## config.mk

```make
export PLATFORM = sky130hd
export DESIGN_NAME = ps2_rx
export DESIGN_NICKNAME = d
export VERILOG_FILES = /design/src/rtl/ps2_rx.sv
export SDC_FILE = /design/constraint.sdc
export NUM_CORES = 1
export LEC_CHECK = 0
export CAP_MARGIN = 25
export CORE_UTILIZATION = 53
export DETAILED_ROUTE_END_ITERATION = 8
export GPL_ROUTABILITY_DRIVEN = 0
export GPL_TIMING_DRIVEN = 0
export PLACE_DENSITY = 0.83
export SKIP_CTS_REPAIR_TIMING = 1
export SYNTH_ARGS = -nofsm -noshare
export SYNTH_HDL_FRONTEND = slang
export SYNTH_SLANG_ARGS = --single-unit
```

## constraint.sdc

```tcl
create_clock -name CLK -period 2.12 [get_ports CLK]
set_input_delay 0.212 -clock CLK [delete_from_list [all_inputs] [get_ports CLK]]
set_output_delay 0.212 -clock CLK [all_outputs]
set_load 0.03 [all_outputs]
```

## src/rtl/ps2_rx.sv

```systemverilog
// rtl/ps2_rx.sv - PS/2 keyboard receiver with clock deglitch, odd-parity framing and timeout
module ps2_rx #(
   parameter int FILTER_LEN = 8,
   parameter int TIMEOUT    = 20000
) (
   input  logic       CLK,
   input  logic       nRESET,
   input  logic       PS2_CLK,
   input  logic       PS2_DATA,
   output logic [7:0] DATA,
   output logic       VALID,
   output logic       ERROR
);

   typedef enum logic [1:0] {S_IDLE, S_DATA, S_PARITY, S_STOP} state_t;

   localparam logic [4:0]  LP_FILT_LAST = 5'(FILTER_LEN - 1);
   localparam logic [15:0] LP_TIMEOUT   = 16'(TIMEOUT);

   logic        r_clk_s1, r_clk_s2, r_dat_s1, r_dat_s2;
   logic        r_fclk, r_fclk_d, r_fall;
   logic [4:0]  r_fcnt;
   logic [15:0] r_tcnt;
   state_t      r_state, w_state_nxt;
   logic [2:0]  r_bit, w_bit_nxt;
   logic [7:0]  r_shift, w_shift_nxt;
   logic        r_par, w_par_nxt;
   logic [7:0]  r_data, w_data_nxt;
   logic        r_valid, w_valid_nxt;
   logic        r_error, w_error_nxt;
   logic        w_timeout;

   always_ff @(posedge CLK or negedge nRESET) begin
      if (!nRESET) begin
         r_clk_s1 <= 1'b1;
         r_clk_s2 <= 1'b1;
         r_dat_s1 <= 1'b1;
         r_dat_s2 <= 1'b1;
      end else begin
         r_clk_s1 <= PS2_CLK;
         r_clk_s2 <= r_clk_s1;
         r_dat_s1 <= PS2_DATA;
         r_dat_s2 <= r_dat_s1;
      end
   end

   // r_fcnt counts consecutive samples that disagree with the filtered level
   always_ff @(posedge CLK or negedge nRESET) begin
      if (!nRESET) begin
         r_fclk   <= 1'b1;
         r_fclk_d <= 1'b1;
         r_fall   <= 1'b0;
         r_fcnt   <= 5'd0;
      end else begin
         r_fclk_d <= r_fclk;
         r_fall   <= r_fclk_d & ~r_fclk;
         if (r_clk_s2 == r_fclk) begin
            r_fcnt <= 5'd0;
         end else if (r_fcnt == LP_FILT_LAST) begin
            r_fclk <= r_clk_s2;
            r_fcnt <= 5'd0;
         end else begin
            r_fcnt <= r_fcnt + 5'd1;
         end
      end
   end

   always_ff @(posedge CLK or negedge nRESET) begin
      if (!nRESET) begin
         r_tcnt <= 16'd0;
      end else if (r_fall || (r_state == S_IDLE)) begin
         r_tcnt <= 16'd0;
      end else if (r_tcnt != 16'hFFFF) begin
         r_tcnt <= r_tcnt + 16'd1;
      end
   end

   assign w_timeout = (r_state != S_IDLE) && (r_tcnt == LP_TIMEOUT);

   always_ff @(posedge CLK or negedge nRESET) begin
      if (!nRESET) begin
         r_state <= S_IDLE;
         r_bit   <= 3'd0;
         r_shift <= 8'd0;
         r_par   <= 1'b0;
         r_data  <= 8'h00;
         r_valid <= 1'b0;
         r_error <= 1'b0;
      end else begin
         r_state <= w_state_nxt;
         r_bit   <= w_bit_nxt;
         r_shift <= w_shift_nxt;
         r_par   <= w_par_nxt;
         r_data  <= w_data_nxt;
         r_valid <= w_valid_nxt;
         r_error <= w_error_nxt;
      end
   end

   // Timeout outranks a coincident fall so an abandoned frame never shifts another bit
   always_comb begin
      w_state_nxt = r_state;
      w_bit_nxt   = r_bit;
      w_shift_nxt = r_shift;
      w_par_nxt   = r_par;
      w_data_nxt  = r_data;
      w_valid_nxt = 1'b0;
      w_error_nxt = 1'b0;
      if (w_timeout) begin
         w_state_nxt = S_IDLE;
         w_error_nxt = 1'b1;
      end else if (r_fall) begin
         case (r_state)
            S_IDLE: begin
               if (!r_dat_s2) begin
                  w_state_nxt = S_DATA;
                  w_bit_nxt   = 3'd0;
               end
            end
            S_DATA: begin
               w_shift_nxt = {r_dat_s2, r_shift[7:1]};
               w_bit_nxt   = r_bit + 3'd1;
               if (r_bit == 3'd7) begin
                  w_state_nxt = S_PARITY;
               end
            end
            S_PARITY: begin
               w_par_nxt   = r_dat_s2;
               w_state_nxt = S_STOP;
            end
            S_STOP: begin
               w_state_nxt = S_IDLE;
               if (r_dat_s2 && (^{r_shift, r_par})) begin
                  w_data_nxt  = r_shift;
                  w_valid_nxt = 1'b1;
               end else begin
                  w_error_nxt = 1'b1;
               end
            end
            default: w_state_nxt = S_IDLE;
         endcase
      end
   end

   assign DATA  = r_data;
   assign VALID = r_valid;
   assign ERROR = r_error;

endmodule

```

## Yosys cells after proc, flatten, opt, wreduce, memory -nomap -nowiden

Index checks and enable logic that the tools add are counted.

| operators by class | value |
|---|---|
| equal/unequal tests | 11 |
| bitwise operators | 4 |
| $add $sub $neg | 3 |
| reductions and logical operators | 15 |
| mux-type cells | 19 |

Operators with widths:

| operator | number |
|---|---|
| 16-bit 2-to-1 mux | 2 |
| 16-bit by 1-bit adder with 16-bit output (second input constant) | 1 |
| 16-bit by 15-bit == test with 1-bit output (second input constant) | 1 |
| 16-bit != test (second input constant) | 1 |
| 5-bit 2-to-1 mux | 2 |
| 3-bit AND reduction | 3 |
| 9-bit XOR reduction | 1 |
| 1-bit 2-to-1 mux | 8 |
| 2-bit 2-to-1 mux | 4 |
| 2-bit one-hot mux with 4 select lines | 1 |
| 4-bit AND reduction | 2 |
| 2-bit nonzero test | 4 |
| 3-bit != test (second input constant) | 2 |
| 3-bit one-hot mux with 2 select lines | 1 |
| 5-bit by 1-bit adder with 5-bit output (second input constant) | 1 |
| 5-bit by 3-bit == test with 1-bit output (second input constant) | 1 |
| 2-bit == test (second input constant) | 2 |
| 3-bit by 1-bit adder with 3-bit output (second input constant) | 1 |
| 3-bit == test (second input constant) | 1 |
| 3-bit 2-to-1 mux | 1 |
| 1-bit NOT | 3 |
| 2-bit by 1-bit == test with 1-bit output (second input constant) | 1 |
| 1-bit logical AND | 2 |
| 2-bit logical NOT | 1 |
| other kinds (5) | 5 |

| storage, ports and cells | value |
|---|---|
| output and inout bits | 10 |
| bits in registers | 52 |

## Longest topological paths before layout

Gate-level depths: netlist (run 1).

| logic depth | value |
|---|---|
| word-level depth | 6 |
| depth in mapped cells | 8 |
| depth with buffers taken out | 7 |

## Worst setup path after synthesis (run 1)

OpenSTA, ideal clock, no wires.

| timing path | value |
|---|---|
| path kind | register -> register |
| start point | reg r_state[0] |
| end point | reg r_shift[0] |
| clock period less this slack | 2.301 ns |
| path slack | -0.181 ns |
| arrival time | 2.176 ns |
| cell stages (with the launch flop) | 8 |
| path through | dfrtp_1 inv_1 ha_1 or3b_2 or2_1 buf_2 o211ai_4 mux2_2 |

| on the way | value |
|---|---|
| word-level cells in the longest chain between the ends | 4 |
| elaborated cells between the ends (all ways) | 5 |
| classes of those cells | eq/ne: 1; bitwise: 1; reduce/logical: 3 |

Ends and longest elaborated chain:

| element | RTL line | text |
|---|---|---|
| from (decl) | 24 | `state_t r_state, w_state_nxt;` |
| from (signal assigned) | 90 | `r_state <= w_state_nxt;` |
| 2-bit nonzero test | 78 | `assign w_timeout = (r_state != S_IDLE) && (r_tcnt == LP_TIMEOUT);` |
| 1-bit logical AND | 78 |  |
| 1-bit NOT (no line) | n/a |  |
| 3-bit AND reduction (no line) (*) | n/a |  |
| to (signal assigned) | 92 | `r_shift <= w_shift_nxt;` |
| to (decl) | 26 | `logic [7:0] r_shift, w_shift_nxt;` |

Mark *: on every way between the ends. The rest lies on a longest branch, timed or not.
A chain may end at the register's enable or synchronous reset.

## Worst setup path after layout (run 1)

| timing path | value |
|---|---|
| start point | reg r_state[1] |
| end point | reg r_shift[6] |

The elaborated chain is that of the path after synthesis.

==> results of run 1 <==
==> routing by layer <==
metal | share of wire | wire length [um] | global-route usage
met5 | 0 | 0 | 0
met4 | 0.014 | 65 | 0.0733
met3 | 0.029 | 131 | 0.0470
met2 | 0.49 | 2230 | 0.301
met1 | 0.46 | 2110 | 0.243
==> power by group <==
group / switching, mW / internal (mW) / leakage (nW)
Combinational: 0.558 / 0.545 / 0.648
Clock: 0.323 / 0.267 / 0.0516
Sequential: 0.175 / 1.17 / 0.686
Total: 1.06 / 1.99 / 1.38
==> synthesized netlist by cell type, types with 2 or more instances <==
cell and instances:
nor3_1 3, or2_2 4, a22o_2 2, mux2_2 18, o21ai_0 8, ha_1 9
buf_2 3, xnor2_1 10, nand4_1 3, o211ai_1 3, and3_2 2, dfstp_2 6
nor2_1 27, nand3_1 9, nor3b_1 2, a21oi_1 6, clkbuf_1 2, xor2_1 11
a211oi_1 2, o2111ai_1 3, and3_1 2, inv_1 8, nand2_1 9, dfrtp_1 46
==> cell type report <==
class / count / area (um2)
inverter: 8 / 30.0
tap: 52 / 65.1
clock inverter: 2 / 13.8
multi-input combinational: 154 / 1220
buffer: 5 / 28.8
timing repair buffer: 21 / 213
clock buffer: 6 / 82.6
sequential: 52 / 1310
fill: 342 / 1480
==> logic make-up (layout without fill, tap and decap cells) <==
kind of cell	Yosys count	in the layout
buf+inv	14	42
flops	52	52
simple gates	70	71
mux	18	18
compound gates	34	34
fa+ha+maj	9	9
xor+xnor	22	22
==> sequential cells by signal, indices dropped and copies added (netlist names), 2 cells and up <==
register and cells:
DATA 8, r_state 2, r_shift 8, r_tcnt 16, r_fcnt 5, r_bit 3
==> worst register-to-register path, stage by stage, from the launching register on <==
cell	delay (ns)
dfrtp_1	0.40
inv_2	0.08
ha_4	0.18
or3b_4	0.38
or2_1	0.23
buf_6	0.13
o211ai_4	0.23
buf_12	0.17
mux2_4	0.30
==> final timing paths <==
kind,depth (start not counted),slack [ns],endpoint
worst max register to register,8,-0.08,r_shift[6]$_DFFE_PN0P_
worst max-delay path,8,-0.08,r_shift[6]$_DFFE_PN0P_
worst min-delay path,1,0.30,r_dat_s1$_DFF_PN1_
max in group asynchronous,3,1.14,r_state[0]$_DFFE_PN0P_
min in group asynchronous,2,0.42,r_tcnt[5]$_DFFE_PN0P_
worst min register to register,0,0.36,r_clk_s2$_DFF_PN1_
==> flow_metrics.env, run 1 <==
export IMPL_grt_pass1_wl_um=7160
export IMPL_async_flop_share=1.00
export IMPL_rsz0062_at_grt="yes"
export IMPL_violations="negative setup slack"
export IMPL_min_period_ns=2.20
export IMPL_max_stage_delay_ns=0.40
export IMPL_dp_hpwl_um=3050
export IMPL_syn_inst=219
export IMPL_fmax_mhz=454
export IMPL_syn_area_mm2=0.00250
export IMPL_yosysWarnings=0
export IMPL_netlist_area_leader_share=0.461
export IMPL_row_count=24
export IMPL_cp_buffers_inverters=3
export IMPL_leakage_nw=1.38
export IMPL_fin_total_pwr_mw=3.04
export IMPL_die_w_um=70.6
export IMPL_crit_family="simple AND/OR/NAND/NOR gates"
export IMPL_areaGrowthSynthToFinish_pct=18.8
export IMPL_crit_slowest_cell="dfrtp_1"
export IMPL_crit_path_end_kind="flip-flop"
export IMPL_outcome="finished, violations left"
export IMPL_worst_setup_path_start_kind="flip-flop"
export IMPL_first_global_vias=1603
export IMPL_dpl_cell_count=285
export IMPL_drt_iter0_markers=102
export IMPL_die_area_mm2=0.00499
export IMPL_start_util=0.562
export IMPL_p_per_area_mw_per_mm2=1030
export IMPL_synth_compound_area_share=0.100
export IMPL_clk_path_buf_depth=2
export IMPL_hp_class="in -> reg"
export IMPL_vias_per_cell=5.59
export IMPL_drt_total_wl_um=4540
export IMPL_clock_skew_ns=0.00820
export IMPL_portBuffers=13
export IMPL_peakVddDrop_mv=0.533
export IMPL_max_slew_margin=0.594
export IMPL_design_area_mm2=0.00297
export IMPL_final_util=0.668
export IMPL_drc=0
export IMPL_synth_seq_cells=52
export IMPL_synth_top_family_by_area="simple AND/OR/NAND/NOR gates"
export IMPL_grt_max_degree=29
export IMPL_cts_made_buffers=5
export IMPL_synth_largest_area_cell="dfrtp_1"
export IMPL_muxShareOfSynthArea=0.0812
export IMPL_finalHoldViolations=0
export IMPL_post_synth_num_cell_types=45
export IMPL_syn_area_per_cell_um2=11.4
export IMPL_core_area_mm2=0.00444
export IMPL_seq_area_frac_synth=0.524
export IMPL_cts_root_buf="clkbuf_8"
export IMPL_antenna_found_initial=0
export IMPL_period_share=1.04
export IMPL_mostFrequentLayoutCell="dfrtp_1"
export IMPL_die_h_um=70.6
export IMPL_clkSinkCount=52
export IMPL_finalSetupViolCount=17
export IMPL_critPathKind="reg -> reg"
export IMPL_tightestPinTransition_ns=0.604
export IMPL_firstDrtPassIters=4
export IMPL_r2r_start="r_state[1]$_DFFE_PN0P_"
export IMPL_cap_violations=0
export IMPL_synth_flop_cell="dfrtp_1"
export IMPL_syn_nets=232
export IMPL_path_clk_slew_ns=0.09
export IMPL_pre_cts_ws_ns=-0.222
export IMPL_holdWs_ns=0.299
export IMPL_slew_viol_final=0
export IMPL_clk_latency_ns=0.31
export IMPL_crit_chain="inv_2 > ha_4 > or3b_4 > or2_1 > buf_6 > o211ai_4 > buf_12 > mux2_4"
export IMPL_grt_total_usage=0.186
export IMPL_n_antenna_cell=0
export IMPL_min_from="PS2_DATA"
export IMPL_synthTopCellsByArea="dfrtp_1 46%, mux2_2 8.1%, dfstp_2 6.3%"
export IMPL_setup_tns_ns=-0.785
export IMPL_nets=260
export IMPL_startpoint="r_state[1]$_DFFE_PN0P_"
export IMPL_worstPathArrival_ns=2.41
export IMPL_vias=1676
export IMPL_wire_per_inst_um=15.1
export IMPL_final_cells=300
export IMPL_dpl_cell_area_mm2=0.00276
export IMPL_htree_levels=2
export IMPL_setup_ws_ns=-0.0825
export IMPL_layout_common_cells="44 x dfrtp_1, 26 x nor2_1, 12 x clkdlybuf4s50_1"
export IMPL_pin_count=14
export IMPL_yosys_area_share_simple=0.144
export IMPL_drtAntennaViolNets=0
export IMPL_cp_max_fo=8
export IMPL_grt_overflow_total=0
export IMPL_cp_required_ns=2.32
export IMPL_cts_tree="yes"
export IMPL_synth_edf_count=0
export IMPL_synth_xor_xnor_area_share=0.0827
export IMPL_synthAdderAreaFrac=0.0451
export IMPL_drive_gt1_frac=0.282
No activity file was read; power rests on OpenSTA's default activity.
==> run 2, diff against run 1 <==
Settings changed: ABC_CLOCK_PERIOD_IN_PS set to 2120, SLEW_MARGIN set to 0.
==> results of run 2 <==
The final DEF is identical to that of run 1; final timing and power are the same.
==> run 3, diff against run 2 <==
Settings changed: CELL_PAD_IN_SITES_DETAIL_PLACEMENT set to 0, CELL_PAD_IN_SITES_GLOBAL_PLACEMENT set to 2, CORE_UTILIZATION 53 to 36, SKIP_LAST_GASP set to 1.
==> run 3 against run 2 <==
Against the previous run: the run still ends with negative setup slack left; wire length increased by 0.88%; critical path depth decreased by 1; clock skew decreased by 0.0039 ns.
==> flow_metrics.env, run 3 (synthesis results as in run 1) <==
export IMPL_outcome="finished, violations left"
export IMPL_violations="negative setup slack"
export IMPL_slew_viol_final=0
export IMPL_grt_pass1_wl_um=7660
export IMPL_pre_cts_ws_ns=-0.240
export IMPL_crit_chain="inv_1 > ha_2 > or3b_4 > or2_4 > o211ai_4 > clkbuf_16 > mux2_4"
export IMPL_cts_root_buf="clkbuf_8"
export IMPL_cp_required_ns=2.32
export IMPL_r2r_start="r_tcnt[0]$_DFFE_PN0P_"
export IMPL_layout_common_cells="45 x dfrtp_1, 26 x nor2_1, 12 x clkdlybuf4s50_1"
export IMPL_drt_iter0_markers=75
export IMPL_fmax_mhz=459
export IMPL_period_share=1.03
export IMPL_grt_total_usage=0.135
export IMPL_nets=257
export IMPL_tightestPinTransition_ns=0.708
export IMPL_design_area_mm2=0.00300
export IMPL_start_util=0.382
export IMPL_mostFrequentLayoutCell="dfrtp_1"
export IMPL_setup_ws_ns=-0.0603
export IMPL_startpoint="r_tcnt[0]$_DFFE_PN0P_"
export IMPL_row_count=29
export IMPL_die_w_um=85.3
export IMPL_cts_tree="yes"
export IMPL_path_clk_slew_ns=0.10
export IMPL_fill_cells=621
export IMPL_endpoint="r_shift[7]$_DFFE_PN0P_"
export IMPL_pin_count=14
export IMPL_grt_max_degree=30
export IMPL_hp_class="in -> reg"
export IMPL_dp_hpwl_um=3140
export IMPL_largest_reg_flops=16
export IMPL_clk_path_buf_depth=2
export IMPL_drt_total_wl_um=4580
export IMPL_clkSinkCount=52
export IMPL_worst_setup_path_start_kind="flip-flop"
export IMPL_wire_per_inst_um=14.2
export IMPL_dpl_cell_area_mm2=0.00280
export IMPL_worstPathArrival_ns=2.38
export IMPL_n_antenna_cell=0
export IMPL_cp_max_fo=6
export IMPL_crit_path_end_kind="flip-flop"
export IMPL_crit_slowest_cell="dfrtp_1"
export IMPL_drtAntennaViolNets=0
export IMPL_peakVddDrop_mv=0.424
export IMPL_die_h_um=85.3
export IMPL_max_stage_delay_ns=0.44
export IMPL_antenna_found_initial=0
export IMPL_areaGrowthSynthToFinish_pct=20.2
export IMPL_cts_made_buffers=5
export IMPL_vias=1646
export IMPL_clock_skew_ns=0.00426
export IMPL_leakage_nw=1.37
export IMPL_die_area_mm2=0.00727
export IMPL_reg2reg_depth=7
export IMPL_drc=0
export IMPL_vias_per_cell=5.11
export IMPL_finalHoldViolations=0
export IMPL_largest_register="r_tcnt"
export IMPL_critPathKind="reg -> reg"
export IMPL_r2r_slack_ns=-0.06
export IMPL_min_period_ns=2.18
export IMPL_clk_latency_ns=0.31
export IMPL_r2r_end="r_shift[7]$_DFFE_PN0P_"
export IMPL_firstDrtPassIters=4
export IMPL_drive_gt1_frac=0.269
export IMPL_core_area_mm2=0.00653
export IMPL_htree_levels=2
export IMPL_first_global_vias=1527
export IMPL_max_slew_margin=0.528
export IMPL_p_per_area_mw_per_mm2=1000
export IMPL_finalSetupViolCount=14
export IMPL_grt_overflow_total=0
export IMPL_portBuffers=13
export IMPL_rsz0062_at_grt="yes"
export IMPL_cap_violations=0
[run 3: final cells by class]
| cell class | instances | area, um2 | area share |
|---|---|---|---|
| buffer | 4 | 17.5 | 0.00584 |
| clock buffer | 6 | 72.6 | 0.0242 |
| clock inverter | 2 | 16.3 | 0.00542 |
| inverter | 8 | 30.0 | 0.0100 |
| multi-input combinational | 154 | 1230 | 0.411 |
| sequential | 52 | 1310 | 0.437 |
| tap | 77 | 96.3 | 0.0321 |
| timing repair buffer | 19 | 223 | 0.0743 |
[run 3: where the power goes]
group          leakage [nW]  total, mW  internal, mW  switching (mW)
sequential            0.687       1.34          1.17           0.164
clock                0.0414      0.570         0.236           0.334
combinational         0.640       1.10         0.542           0.561
[run 3: routing by layer]
layer / wire, um / track usage
met1: 2370 / 0.189
met2: 2050 / 0.207
met3: 107 / 0.0350
met4: 51 / 0.0409
met5: 0 / 0
[run 3: worst min path at each step]
| stage | depth (start not counted) | to | from | slack [ns] |
|---|---|---|---|---|
| 6_report | 1 | r_clk_s1$_DFF_PN1_ | PS2_CLK | 0.30 |
| 3_3_place_gp | 0 | r_dat_s2$_DFF_PN1_ | r_dat_s1$_DFF_PN1_ | 0.35 |
| 5_1_grt | 1 | r_dat_s1$_DFF_PN1_ | PS2_DATA | 0.29 |
| 3_5_place_dp | 1 | r_tcnt[8]$_DFFE_PN0P_ | nRESET | 0.30 |
| 2_1_floorplan | 0 | DATA[0]$_DFFE_PN0P_ | nRESET | -0.08 |
| 4_1_cts | 1 | r_bit[1]$_DFFE_PN0P_ | nRESET | -0.04 |
[run 3: critical path, delay by kind of cell (launching register included)]
family | cells | cell delay (ns)
multiplexers | 1 | 0.29
AO/OA/AOI/OAI | 1 | 0.26
flip-flops | 1 | 0.44
adder cells (fa/ha/maj) | 1 | 0.15
AND/OR/NAND/NOR | 2 | 0.67
buffers and inverters | 2 | 0.28
[run 3: metrics by stage]
step                instances  hold WS, ns  total power, mW  setup TNS [ns]   util
finish                    322        0.302             3.01          -0.409  0.459
floorplan                 219      -0.0836             2.08         -0.0934      -
global placement          309        0.346             2.29          -40.84  0.425
detailed placement        310        0.302             2.32           -3.10  0.429
CTS                       318      -0.0364             2.91           -3.51  0.442
global route              322        0.285             3.23           -1.73  0.459
